<file path="src/rtl/bcd_to_binary_iterative.sv">
// -----------------------------------------------------------------------------
// bcd_to_binary_iterative
//
// Multi-cycle packed-BCD to binary converter using reverse double-dabble.
// Each CONVERT cycle performs one step. The step shifts {bcd_work, binary_work}
// right by one bit. It then subtracts 3 from every BCD digit that is now >= 8.
// After WIDTH_BINARY steps:
//   - binary_work holds the value modulo 2^WIDTH_BINARY;
//   - any residue left in bcd_work means the value did not fit.
//
// Parameters
//   WIDTH_BCD     packed BCD input width (multiple of 4, digit 0 in [3:0])
//   WIDTH_BINARY  binary output width, also the number of conversion steps
//
// Ports
//   clock            rising-edge clock
//   reset            synchronous, active-high reset
//   input_bcd        BCD operand, captured on input handshake
//   input_valid      operand present
//   input_ready      high only while idle
//   output_binary    converted value modulo 2^WIDTH_BINARY
//   output_overflow  decimal value >= 2^WIDTH_BINARY
//   output_invalid   at least one input digit was > 9
//   output_valid     result present
//   output_ready     downstream accepts the result
// -----------------------------------------------------------------------------
module bcd_to_binary_iterative #(
  parameter int WIDTH_BCD    = 12,
  parameter int WIDTH_BINARY = 8
) (
  input  logic                    clock,
  input  logic                    reset,
  input  logic [WIDTH_BCD-1:0]    input_bcd,
  input  logic                    input_valid,
  output logic                    input_ready,
  output logic [WIDTH_BINARY-1:0] output_binary,
  output logic                    output_overflow,
  output logic                    output_invalid,
  output logic                    output_valid,
  input  logic                    output_ready
);

  localparam int NDIG = WIDTH_BCD / 4;
  localparam int CW   = $clog2(WIDTH_BINARY + 1);
  localparam logic [CW-1:0] LAST_STEP = CW'(WIDTH_BINARY - 1);

  typedef enum logic [1:0] {S_IDLE, S_CONVERT, S_DONE} state_t;

  // Per-digit correction after the right shift: a digit >= 8 received a
  // borrowed '1' worth 8 that really represents 5 in decimal, so remove 3.
  function automatic logic [WIDTH_BCD-1:0] correct_digits(input logic [WIDTH_BCD-1:0] v);
    logic [WIDTH_BCD-1:0] r;
    logic [3:0]           d;
    r = '0;
    for (int i = 0; i < NDIG; i++) begin
      d = v[i*4 +: 4];
      if (d >= 4'd8) d = d - 4'd3;
      r[i*4 +: 4] = d;
    end
    return r;
  endfunction

  function automatic logic any_bad_digit(input logic [WIDTH_BCD-1:0] v);
    logic bad;
    bad = 1'b0;
    for (int i = 0; i < NDIG; i++) begin
      if (v[i*4 +: 4] > 4'd9) bad = 1'b1;
    end
    return bad;
  endfunction

  state_t                  state_q, state_d;
  logic [WIDTH_BCD-1:0]    bcd_work_q, bcd_work_d;
  logic [WIDTH_BINARY-1:0] binary_work_q, binary_work_d;
  logic [CW-1:0]           count_q, count_d;
  logic                    invalid_q, invalid_d;
  logic [WIDTH_BINARY-1:0] out_binary_q, out_binary_d;
  logic                    out_overflow_q, out_overflow_d;
  logic                    out_invalid_q, out_invalid_d;
  logic                    out_valid_q, out_valid_d;

  logic [WIDTH_BCD+WIDTH_BINARY-1:0] shifted;
  logic [WIDTH_BCD-1:0]              step_bcd;
  logic [WIDTH_BINARY-1:0]           step_binary;

  always_comb begin
    shifted     = {bcd_work_q, binary_work_q} >> 1;
    step_bcd    = correct_digits(shifted[WIDTH_BCD+WIDTH_BINARY-1:WIDTH_BINARY]);
    step_binary = shifted[WIDTH_BINARY-1:0];

    state_d        = state_q;
    bcd_work_d     = bcd_work_q;
    binary_work_d  = binary_work_q;
    count_d        = count_q;
    invalid_d      = invalid_q;
    out_binary_d   = out_binary_q;
    out_overflow_d = out_overflow_q;
    out_invalid_d  = out_invalid_q;
    out_valid_d    = out_valid_q;

    case (state_q)
      S_IDLE: begin
        if (input_valid) begin
          bcd_work_d    = input_bcd;
          binary_work_d = '0;
          count_d       = '0;
          invalid_d     = any_bad_digit(input_bcd);
          state_d       = S_CONVERT;
        end
      end
      S_CONVERT: begin
        bcd_work_d    = step_bcd;
        binary_work_d = step_binary;
        count_d       = count_q + CW'(1);
        if (count_q == LAST_STEP) begin
          // Results come from this step's values, not the stale work registers.
          out_binary_d   = step_binary;
          out_overflow_d = |step_bcd;
          out_invalid_d  = invalid_q;
          out_valid_d    = 1'b1;
          state_d        = S_DONE;
        end
      end
      S_DONE: begin
        if (output_ready) begin
          out_valid_d = 1'b0;
          state_d     = S_IDLE;
        end
      end
      default: begin
        out_valid_d = 1'b0;
        state_d     = S_IDLE;
      end
    endcase
  end

  always_ff @(posedge clock) begin
    if (reset) begin
      state_q        <= S_IDLE;
      bcd_work_q     <= '0;
      binary_work_q  <= '0;
      count_q        <= '0;
      invalid_q      <= 1'b0;
      out_binary_q   <= '0;
      out_overflow_q <= 1'b0;
      out_invalid_q  <= 1'b0;
      out_valid_q    <= 1'b0;
    end else begin
      state_q        <= state_d;
      bcd_work_q     <= bcd_work_d;
      binary_work_q  <= binary_work_d;
      count_q        <= count_d;
      invalid_q      <= invalid_d;
      out_binary_q   <= out_binary_d;
      out_overflow_q <= out_overflow_d;
      out_invalid_q  <= out_invalid_d;
      out_valid_q    <= out_valid_d;
    end
  end

  assign input_ready     = (state_q == S_IDLE);
  assign output_binary   = out_binary_q;
  assign output_overflow = out_overflow_q;
  assign output_invalid  = out_invalid_q;
  assign output_valid    = out_valid_q;

endmodule

</file>
<file path="config.mk">
export PLATFORM = sky130hd
export DESIGN_NAME = bcd_to_binary_iterative
export DESIGN_NICKNAME = d
export VERILOG_FILES = /design/src/rtl/bcd_to_binary_iterative.sv
export SDC_FILE = /design/constraint.sdc
export NUM_CORES = 1
export LEC_CHECK = 0
export CAP_MARGIN = 40
export CORE_ASPECT_RATIO = 1.4
export CORE_MARGIN = 8
export CORE_UTILIZATION = 45
export CTS_CLUSTER_DIAMETER = 60
export DETAILED_ROUTE_END_ITERATION = 6
export PLACE_DENSITY = 0.67
export SYNTH_ARGS = -nofsm -noshare
export SYNTH_HDL_FRONTEND = slang
export SYNTH_SLANG_ARGS = --single-unit
</file>
<file path="constraint.sdc">
create_clock -name clock -period 4.2 [get_ports clock]
set_input_delay 0.42 -clock clock [delete_from_list [all_inputs] [get_ports clock]]
set_output_delay 0.42 -clock clock [all_outputs]
set_load 0.005 [all_outputs]
</file>
==> results.toml <==
[synth]
syn_nets = 225
syn_inst = 204
ys_warn_count = 0
synth_edf_count = 0
synthFlopType = "dfxtp_1"
ys_ff_latch = 37
ys_async_sr_fraction_pct = 0
syn_avg_cell_area_um2 = 8.059
synth_seq_area_share_pct = 45.05
ys_types = 34
synth_area_um2 = 1644

[final_layout]
final_nets = 247
diodes = 0
synthToLayoutAreaGrowth_pct = 21.31
drive_gt1_share_pct = 4.846

[setup_path]
cpPeakStageDelay_ns = 0.56
worstPathCellList = "clkdlybuf4s50_1 > nor3b_4 > nor2_2 > a22o_1 > o21a_1"
path_max_fanout = 15
end_kind = "flop"
worst_setup_path_start_kind = "input pin"
crit_required_ns = 4.39
critPathSlowestCell = "nor3b_4"
reg2reg_from = "state_q[1]"
crit_family = "simple AND/OR/NAND/NOR gates"
crit_start = "input_valid"
path_class = "input pin to flop"
arrival_ns = 2.11
path_buf_inv = 1

[floorplanning]
dieArea_um2 = 5871
die_w_um = 67.09
dieHeight_um = 87.52
ios = 28
fp.coreArea_um2 = 3578
initial_core_util_pct = 45.94
num_rows = 26

[sta]
setup_tns_ns = 0
fin_skew_ns = 0.005182
relSlewSlack_pct = 40.73
finalSetupViolCount = 0
slew_viol_final = 0
hold_viol_final = 0
post-route-period-util_pct = 45.79
finalCriticalPeriod_ns = 1.923
max_freq_mhz = 519.9
rsz0062_at_grt = "false"
tightest_slew_ns = 0.8891
setup_slack_ns = 2.277

[clocking]
clk_pin_slew_ns = 0.07
cts_buffer_depth = 2
root_buffer = "clkbuf_8"
cts_setup_buffers = 0
cts-buffers-inserted = 5
clkSinkCount = 37
h-tree-depth = 2
clk_latency_ns = 0.29
cts_resized = 0
cts_tree = "built"
cts-hold-fix-buffers = 0

[global_route]
antenna_found_initial = 0
grt_max_degree = 37
top_usage_layer = "met2"
grt_use_met1_pct = 14.27
grt_pass1_wl_mm = 6.230
use_met2_pct = 23.65
grt_use_met3_pct = 3.737
grt_use_total_pct = 13.70
grt_pass1_vias = 1423
grt.overflow.total = 0

[outcome]
status = "finished, final reports clean"

[detailed_routing]
vias_per_cell = 5.446
drt-initial-drc-count = 55
postRouteAntennaNets = 0
first_pass_iters = 4
drt_wl_total_mm = 3.782
drc_errors = 0
wl_per_cell_um = 14.06
num_vias = 1465

[pwr]
pwr-share-seq_pct = 53.6
ir_worst_vdd_uv = 277.8
leakagePower_uw = 0.0007044
power_frac_comb_pct = 12.1
power_frac_clock_pct = 34.3
swShare_pct = 26.52
switchingPower_uw = 186.7
internal-power_uw = 517.1
power_density_nw_per_um2 = 352.9

[placement]
pre_cts_slack_ns = 1.979
port-buffer-count = 27
place_congestion = 0.7748
dpl.hpwl_mm = 2.604

[hold_path]
worstHoldStart = "output_binary[5]"
min-delay-path-class = "flop to flop"

[flow_run]
max_cap_viol_count = 0
## sequential cells by signal, indices dropped and copies added (netlist names)
signal / flops
state_q: 2
output_invalid: 1
invalid_q: 1
output_overflow: 1
bcd_work_q: 12
binary_work_q: 7
output_valid: 1
count_q: 4
output_binary: 8
## layout make-up
| type | instances | area (µm²) |
|---|---|---|
| Inverter | 5 | 18.77 |
| Clock inverter | 2 | 10.01 |
| Sequential cell | 37 | 740.7 |
| Timing Repair Buffer | 28 | 277.8 |
| Fill cell | 359 | 1584 |
| Clock buffer | 6 | 72.57 |
| Tap cell | 42 | 52.55 |
| Multi-Input combinational cell | 149 | 822.0 |
## worst register-to-register path, stage by stage, from the launching register on
cell,delay (ns)
dfxtp_1,0.50
nand2b_1,0.75
nor2_1,0.08
a221oi_1,0.24
nor2_1,0.07
## cells in the mapped netlist, types with 2 or more instances
| cell | n | area (µm²) |
|---|---|---|
| ha_1 | 5 | 62.56 |
| mux2i_1 | 2 | 20.02 |
| nand2_1 | 39 | 146.4 |
| nand2b_1 | 3 | 18.77 |
| nor4_1 | 2 | 12.51 |
| nor2_1 | 21 | 78.83 |
| xnor2_1 | 4 | 35.03 |
| a211oi_1 | 2 | 15.01 |
| clkbuf_1 | 5 | 18.77 |
| buf_4 | 2 | 15.01 |
| nor2b_1 | 2 | 12.51 |
| nand3_1 | 13 | 65.06 |
| a21oi_1 | 26 | 130.1 |
| inv_1 | 5 | 18.77 |
| dfxtp_1 | 37 | 740.7 |
| a221oi_1 | 4 | 35.03 |
| o21ai_0 | 7 | 35.03 |
| buf_2 | 5 | 25.02 |
| a31oi_1 | 2 | 12.51 |
| a311oi_1 | 3 | 26.28 |
| a22oi_1 | 2 | 15.01 |
## cells in the final DEF (no fill, tap or decap), types with 2 or more instances in the layout
cell type        instances
a211oi_1                 2
a21oi_1                 26
a221oi_1                 4
a22oi_1                  2
a311oi_1                 3
a31oi_1                  2
clkbuf_8                 5
clkdlybuf4s50_1         27
clkinv_2                 2
dfxtp_1                 37
ha_1                     5
inv_1                    5
mux2i_1                  2
nand2_1                 39
nand2b_1                 3
nand3_1                 13
nor2_1                  21
nor2b_1                  2
nor4_1                   2
o21ai_0                  7
xnor2_1                  4
## final timing paths
path / slack (ns) / to / depth (start not counted)
min: 0.45 / output_binary[5] / 2
min reg2reg: 0.45 / output_binary[5] / 2
max reg2reg: 2.43 / bcd_work_q[4] / 4
max: 2.28 / bcd_work_q[2] / 5
## metrics by stage
step                std cells  power, µW  utilization, %  cell area (µm²)  hold WS [ns]
detailed placement        261      470.0           53.43             1912        0.4457
CTS                       269      708.5           55.73             1994        0.4562
global placement          261      466.7           53.43             1912        0.4411
finish                    269      703.8           55.73             1994        0.4542
global route              269      735.4           55.73             1994        0.4695
floorplan                 204      439.9               -             1644        0.4287
## power groups by stage
stage / Sequential (µW) / Combinational (µW) / Clock (µW)
6_report: 377 / 85.3 / 242
5_1_grt: 379 / 93.9 / 263
4_1_cts: 377 / 85.4 / 246
3_5_place_dp: 385 / 85.1 / 0
3_3_place_gp: 384 / 82.3 / 0
2_1_floorplan: 380 / 59.9 / 0
## cells by family after synthesis
family,Yosys count,synth area share (%)
XOR/XNOR,4,2.131
AO/OA/AOI/OAI,51,18.57
AND/OR/NAND/NOR,87,24.28
adder cells (fa/ha/maj),5,3.805
buffers and inverters,18,4.946
multiplexers,2,1.218
flip-flops,37,45.05
## per-layer routing
layer,vias up,routed length [µm]
met3,5,224
met2,43,1894
met4,0,74
met5,-,0
li1,736,-
met1,681,1589
Note: power is estimated with default switching activity, not from simulation.
